<file path="config.mk">
export PLATFORM = sky130hd
export DESIGN_NAME = checker_fifo
export DESIGN_NICKNAME = d
export VERILOG_FILES = /design/src/rtl/checker_fifo.sv
export SDC_FILE = /design/constraint.sdc
export NUM_CORES = 1
export LEC_CHECK = 0
export ABC_AREA = 1
export ABC_CLOCK_PERIOD_IN_PS = 3000
export BUFFER_PORTS_ARGS = -buffer_cell sky130_fd_sc_hd__buf_2
export CORE_MARGIN = 2
export CORE_UTILIZATION = 42
export DETAILED_ROUTE_END_ITERATION = 12
export PLACE_DENSITY = 0.59
export SYNTH_ARGS = -nofsm -noshare
export SYNTH_HDL_FRONTEND = slang
export SYNTH_SLANG_ARGS = --single-unit
</file>
<file path="constraint.sdc">
create_clock -name clk -period 3 [get_ports clk]
set_input_delay 0.3 -clock clk [delete_from_list [all_inputs] [get_ports clk]]
set_output_delay 0.3 -clock clk [all_outputs]
set_load 0.02 [all_outputs]
</file>
<file path="src/rtl/checker_fifo.sv">
// rtl/checker_fifo.sv - circular FIFO of pending vectors with occupancy counter
module checker_fifo #(
    parameter int W     = 8,
    parameter int DEPTH = 8
) (
    input  logic                     clk,
    input  logic                     rst,
    input  logic                     clear,
    input  logic                     push,
    input  logic                     pop,
    input  logic [W-1:0]             wdata,
    output logic [W-1:0]             rdata,
    output logic [$clog2(DEPTH):0]   count,
    output logic                     empty,
    output logic                     full
);

    localparam int AW = $clog2(DEPTH);

    logic [W-1:0]  mem [DEPTH];
    logic [AW-1:0] wptr;
    logic [AW-1:0] rptr;

    assign rdata = mem[rptr];
    assign empty = (count == '0);
    assign full  = (count == (AW+1)'(DEPTH));

    // DEPTH is a power of two, so pointer wrap is the natural overflow of AW bits
    always_ff @(posedge clk or posedge rst) begin
        if (rst) begin
            wptr  <= '0;
            rptr  <= '0;
            count <= '0;
        end else if (clear) begin
            wptr  <= '0;
            rptr  <= '0;
            count <= '0;
        end else begin
            if (push) wptr <= wptr + AW'(1);
            if (pop)  rptr <= rptr + AW'(1);
            case ({push, pop})
                2'b10:   count <= count + (AW+1)'(1);
                2'b01:   count <= count - (AW+1)'(1);
                default: count <= count;
            endcase
        end
    end

    always_ff @(posedge clk) begin
        if (push) mem[wptr] <= wdata;
    end

endmodule

</file>
# Yosys cells after proc, flatten, opt, wreduce, memory -nomap -nowiden
# Memories as Yosys holds them, arrays and structs flattened.
# Index checks and enable logic that the tools add are counted.
# totals
reg_bits	10
ram_bits	64
in_bits	13
output_inout_bits	14
elab_cells	23
memories	1
# classes
add_sub_neg	4
n_eq_ne	3
muxes	8
reduce_logical	4
# memory_table
memory	depth	word_bits	read_ports	rd_clocked_by_memory_dff	write_ports	line	rtl
mem	8	8	1	0	1	20	logic [W-1:0] mem [DEPTH];
# ops
op	n
$mux 3	4
$pmux 4 s2	1
$add 3x1->3 const B	2
$add 4x1->4 const B	1
$eq 4x4->1 const B	1
$logic_not 4->1	1
$mux 4	1
$reduce_bool 2->1	2
$sub 4x1->4 const B	1
$reduce_bool 3->1	1
$eq 2x1->1 const B	1
$eq 2x2->1 const B	1
$mux 1	2

# Depth between registers and ports, before layout
# logic_depth
depth_word	3
ltp_mapped	11
ltp_nobuf	11

# Least setup slack after synthesis
# No wires, ideal clock.
# synth_timing
path_kind	reg2out
from	reg count[0]
to	out empty
arrival_ns	1.267
required_ns	2.700
slack_ns	1.433
path_stages_with_launch	3
path_buffers	0
cell_sequence	dfrtp_1 -> or2_2 -> nor3_1
# synth_via
elab_chain_cells	1
# synth_rtl
item	line	rtl
start, declared	13	output logic [$clog2(DEPTH):0] count,
start signal, assigned	42	2'b10: count <= count + (AW+1)'(1);
start signal, assigned	43	2'b01: count <= count - (AW+1)'(1);
start signal, assigned	44	default: count <= count;
$logic_not 4->1	25	assign empty = (count == '0);
end, declared	14	output logic empty,
# Every way passes these cells.

# Final worst setup path
# layout_timing
from	reg rptr[1]
to	out rdata[7]
# layout_via
elab_chain_cells	1
# layout_rtl
item	line	rtl
start, declared	22	logic [AW-1:0] rptr;
start signal, assigned	40	if (pop) rptr <= rptr + AW'(1);
$mem_v2 8x8	-	
end, declared	12	output logic [W-1:0] rdata,
# Every way passes these cells.

==> summary.md <==
| Metric | Value |
|---|---|
| CP max FO | `20` |
| Chip Width | `about 90 µm` |
| Pre-CTS setup slack | `1.17 ns` |
| Final WL | `between 6 and 7 mm` |
| Worst Setup End Kind | `output pin` |
| CP Class | `reg2out` |
| Multiplexer share of the synthesized area | `0` |
| Post-synth top area cell | `edfxtp_1` |
| Port buffer count | `26` |
| Worst Hold Path EP | `wptr[1]$_DFFE_PP0P_` |
| Final Core Density | `0.488` |
| Final period utilization | `0.729` |
| Routed len/inst | `14.6 µm` |
| Num CTS Buffers | `9` |
| Core area | `about 7300 µm²` |
| Top cells by area, synth | `edfxtp_1 61%, dfrtp_1 8.0%, nor2_1 7.1%` |
| Dpl cell area | `3360 µm²` |
| CTS tree | `built` |
| Met3 GRT Util | `0.0534` |
| Sequential-to-total area share from yosys stat | `0.693` |
| Clock Latency Late Sink | `~0.35 ns` |
| Largest family of logic cells by synthesized area | `simple AND/OR/NAND/NOR gates` |
| Post-synth cell types | `20` |
| Status | `completed` |
| Top cell type's share of synthesized area | `0.613` |
| Die area | `8170 µm²` |
| Post-synthesis xor/xnor area fraction | `0.00279` |
| GRT busiest layer | `met2` |
| Worst ir drop on vdd | `252 µV` |
| Endpoints failing hold | `0` |
| Post-CTS sizing | `0` |
| Synthesis-stage register bit count | `74` |
| Area added between synthesis and finish | `12.9%` |
| Dpl hpwl | `3.79 mm` |
| Layout Cells excl Fill | `426` |
| Minimum clock period | `about 2.2 ns` |
| Final count of negative-setup-slack endpoints | `0` |
| Setup bufs post-CTS | `0` |
| Most common cell after layout, fill and taps aside | `edfxtp_1` |
| Largest net degree at the start of global routing | `35` |
| P_leak | `roughly 1.4 nW` |
| Syn Area/Cell | `about 11 µm²` |
| Clk sinks | `74` |
| Slew Viols, Final | `0` |
| Compound-gate portion of the synthesized area | `0.0950` |
| Number of max-cap violations | `0` |
| Most frequent cells in the layout | `64 x edfxtp_1, 59 x nor2_1, 52 x nand2_1` |
| Vias per std cell | `between 4 and 5` |
| GRT overflow | `0` |
| FF-to-FF End | `mem[4][5]$_DFFE_PP_` |
| Slew of the pin with the lowest slew margin | `0.937 ns` |
| Mapped cell area | `3130 µm²` |
| Die Ht | `approximately 90 µm` |
| Startpoint Class | `register` |
| Initial Utilization | `0.432` |
| TritonRoute pass-1 iters | `4` |
| Syn Nets | `307` |
| Synthesized-area fraction occupied by adder cells | `0.0160` |
| Dpl cells | `approximately 400` |
| Residual DRC | `0` |
| Unrepaired setup endpoints after global routing | `no` |
| Final clock skew | `between 0.01 and 0.015 ns` |
| GRT Total Usage | `0.161` |
| R2R Setup Slk | `1.29 ns` |
| Syn. warnings | `0` |
| DRT antenna net count | `0` |
| GPL Wtd Cong | `0.760` |
| Initial DRC Count | `roughly 110` |
| Reg2reg path depth | `3` |
| # rows | `31` |
| Post-Syn Instances | `between 200 and 300` |
| Vias in the first global route | `1888` |
| Required time of the worst setup path | `2.70 ns` |
| Tightest Hold Check Type | `in2reg` |
| Post-route setup slack | `0.813 ns` |
| R2r startpoint | `wptr[1]$_DFFE_PP0P_` |
| H-tree lvl count | `3` |
| Clk root buf | `clkbuf_8` |
| Antenna violations before repair | `0` |
| Final nets | `about 340` |
| Simple-gate share of the synthesized area | `0.152` |
| I/O pins | `27` |
| DR vias | `2082` |
| Post-layout instance area | `3540 µm²` |
| WHS Path Cells | `2` |
| Pwr/cell area | `588 nW/µm²` |
| Hold buffers post-CTS | `1` |
| Ant diodes | `0` |
| HP Start | `clear` |
| TNS Setup | `0 ns` |
| First-pass GRT wire length | `9.87 mm` |
| Clock-pin slew on the worst setup and hold paths | `around 0.070 ns` |
| Slew HR | `0.373` |
| Longest Clk Path Bufs | `2` |
| Met1 Resource Use GR | `0.210` |
| Share of cells above drive strength 1 | `0.150` |
| Max Freq | `between 400 and 500 MHz` |
| Critical path arrival | `1.89 ns` |
| Met2 global-route usage | `0.256` |
-- metrics by stage --
stage / hold WS [ns] / power (mW)
floorplan: 0.140 / 1.37
global placement: 0.315 / 1.45
detailed placement: 0.331 / 1.45
CTS: 0.112 / 2.10
global route: 0.109 / 2.18
finish: 0.124 / 2.08
-- cells in the mapped netlist --
library cell	count
edfxtp_1	64
nor2_1	59
nand2_1	52
o21ai_1	35
o21ai_0	20
inv_1	16
dfrtp_1	10
buf_2	8
nand3_1	6
ha_1	4
a21oi_1	3
inv_2	3
buf_4	2
nor3_1	2
a211oi_1	1
clkinv_1	1
nand2_2	1
nand4_1	1
or2_2	1
xnor2_1	1
-- how the worst max path moves through the flow --
stage                               startpoint       end  slack (ns)  cells past startpoint
final                      rptr[1]$_DFFE_PP0P_  rdata[7]        0.81                      6
after global placement     rptr[1]$_DFFE_PP0P_  rdata[3]        1.21                      6
after global routing       rptr[1]$_DFFE_PP0P_  rdata[7]        0.63                      6
after CTS                  rptr[1]$_DFFE_PP0P_  rdata[7]        0.79                      6
after floorplan           count[0]$_DFFE_PP0P_     empty        1.43                      2
after detailed placement   rptr[1]$_DFFE_PP0P_  rdata[7]        1.17                      6
-- kinds of logic (layout without fill, tap and decap cells) --
family	Yosys count	count (layout)
compound gates	59	59
xor+xnor	1	1
fa+ha+maj	4	4
buf+inv	30	67
flops	74	74
simple gates	122	122
-- layout make-up --
| cell class | count | area (µm²) |
|---|---|---|
| inverters | 20 | 75.1 |
| clock inverters | 5 | 33.8 |
| multi-input cells | 186 | 832 |
| fillers | 709 | 3710 |
| flip-flops and latches | 74 | 2170 |
| clock buffers | 11 | 131 |
| well taps | 99 | 124 |
| repair buffers | 31 | 170 |
-- per-layer routing --
layer / vias to the layer above / wire length (µm)
li1: 1054 / -
met1: 978 / 2840
met2: 42 / 2990
met3: 8 / 288
met4: 0 / 84
met5: - / 0
-- registers in the layout (all words and copies together), names as in the netlist --
register / cells
rptr: 3
count: 4
mem: 64
wptr: 3
-- worst max-delay path: stages (launching register included) --
cell     delay (ns)
dfrtp_1        0.65
buf_4          0.32
o21ai_0        0.11
o21ai_1        0.14
nand2_1        0.08
nand2_1        0.08
buf_2          0.16
-- power breakdown --
group / total, mW / switching, mW / internal [mW]
registers: 1.17 / 0.0198 / 1.15
clock network: 0.655 / 0.356 / 0.299
logic: 0.256 / 0.174 / 0.0826
total: 2.08 / 0.550 / 1.53
(Power assumes the default switching activity.)
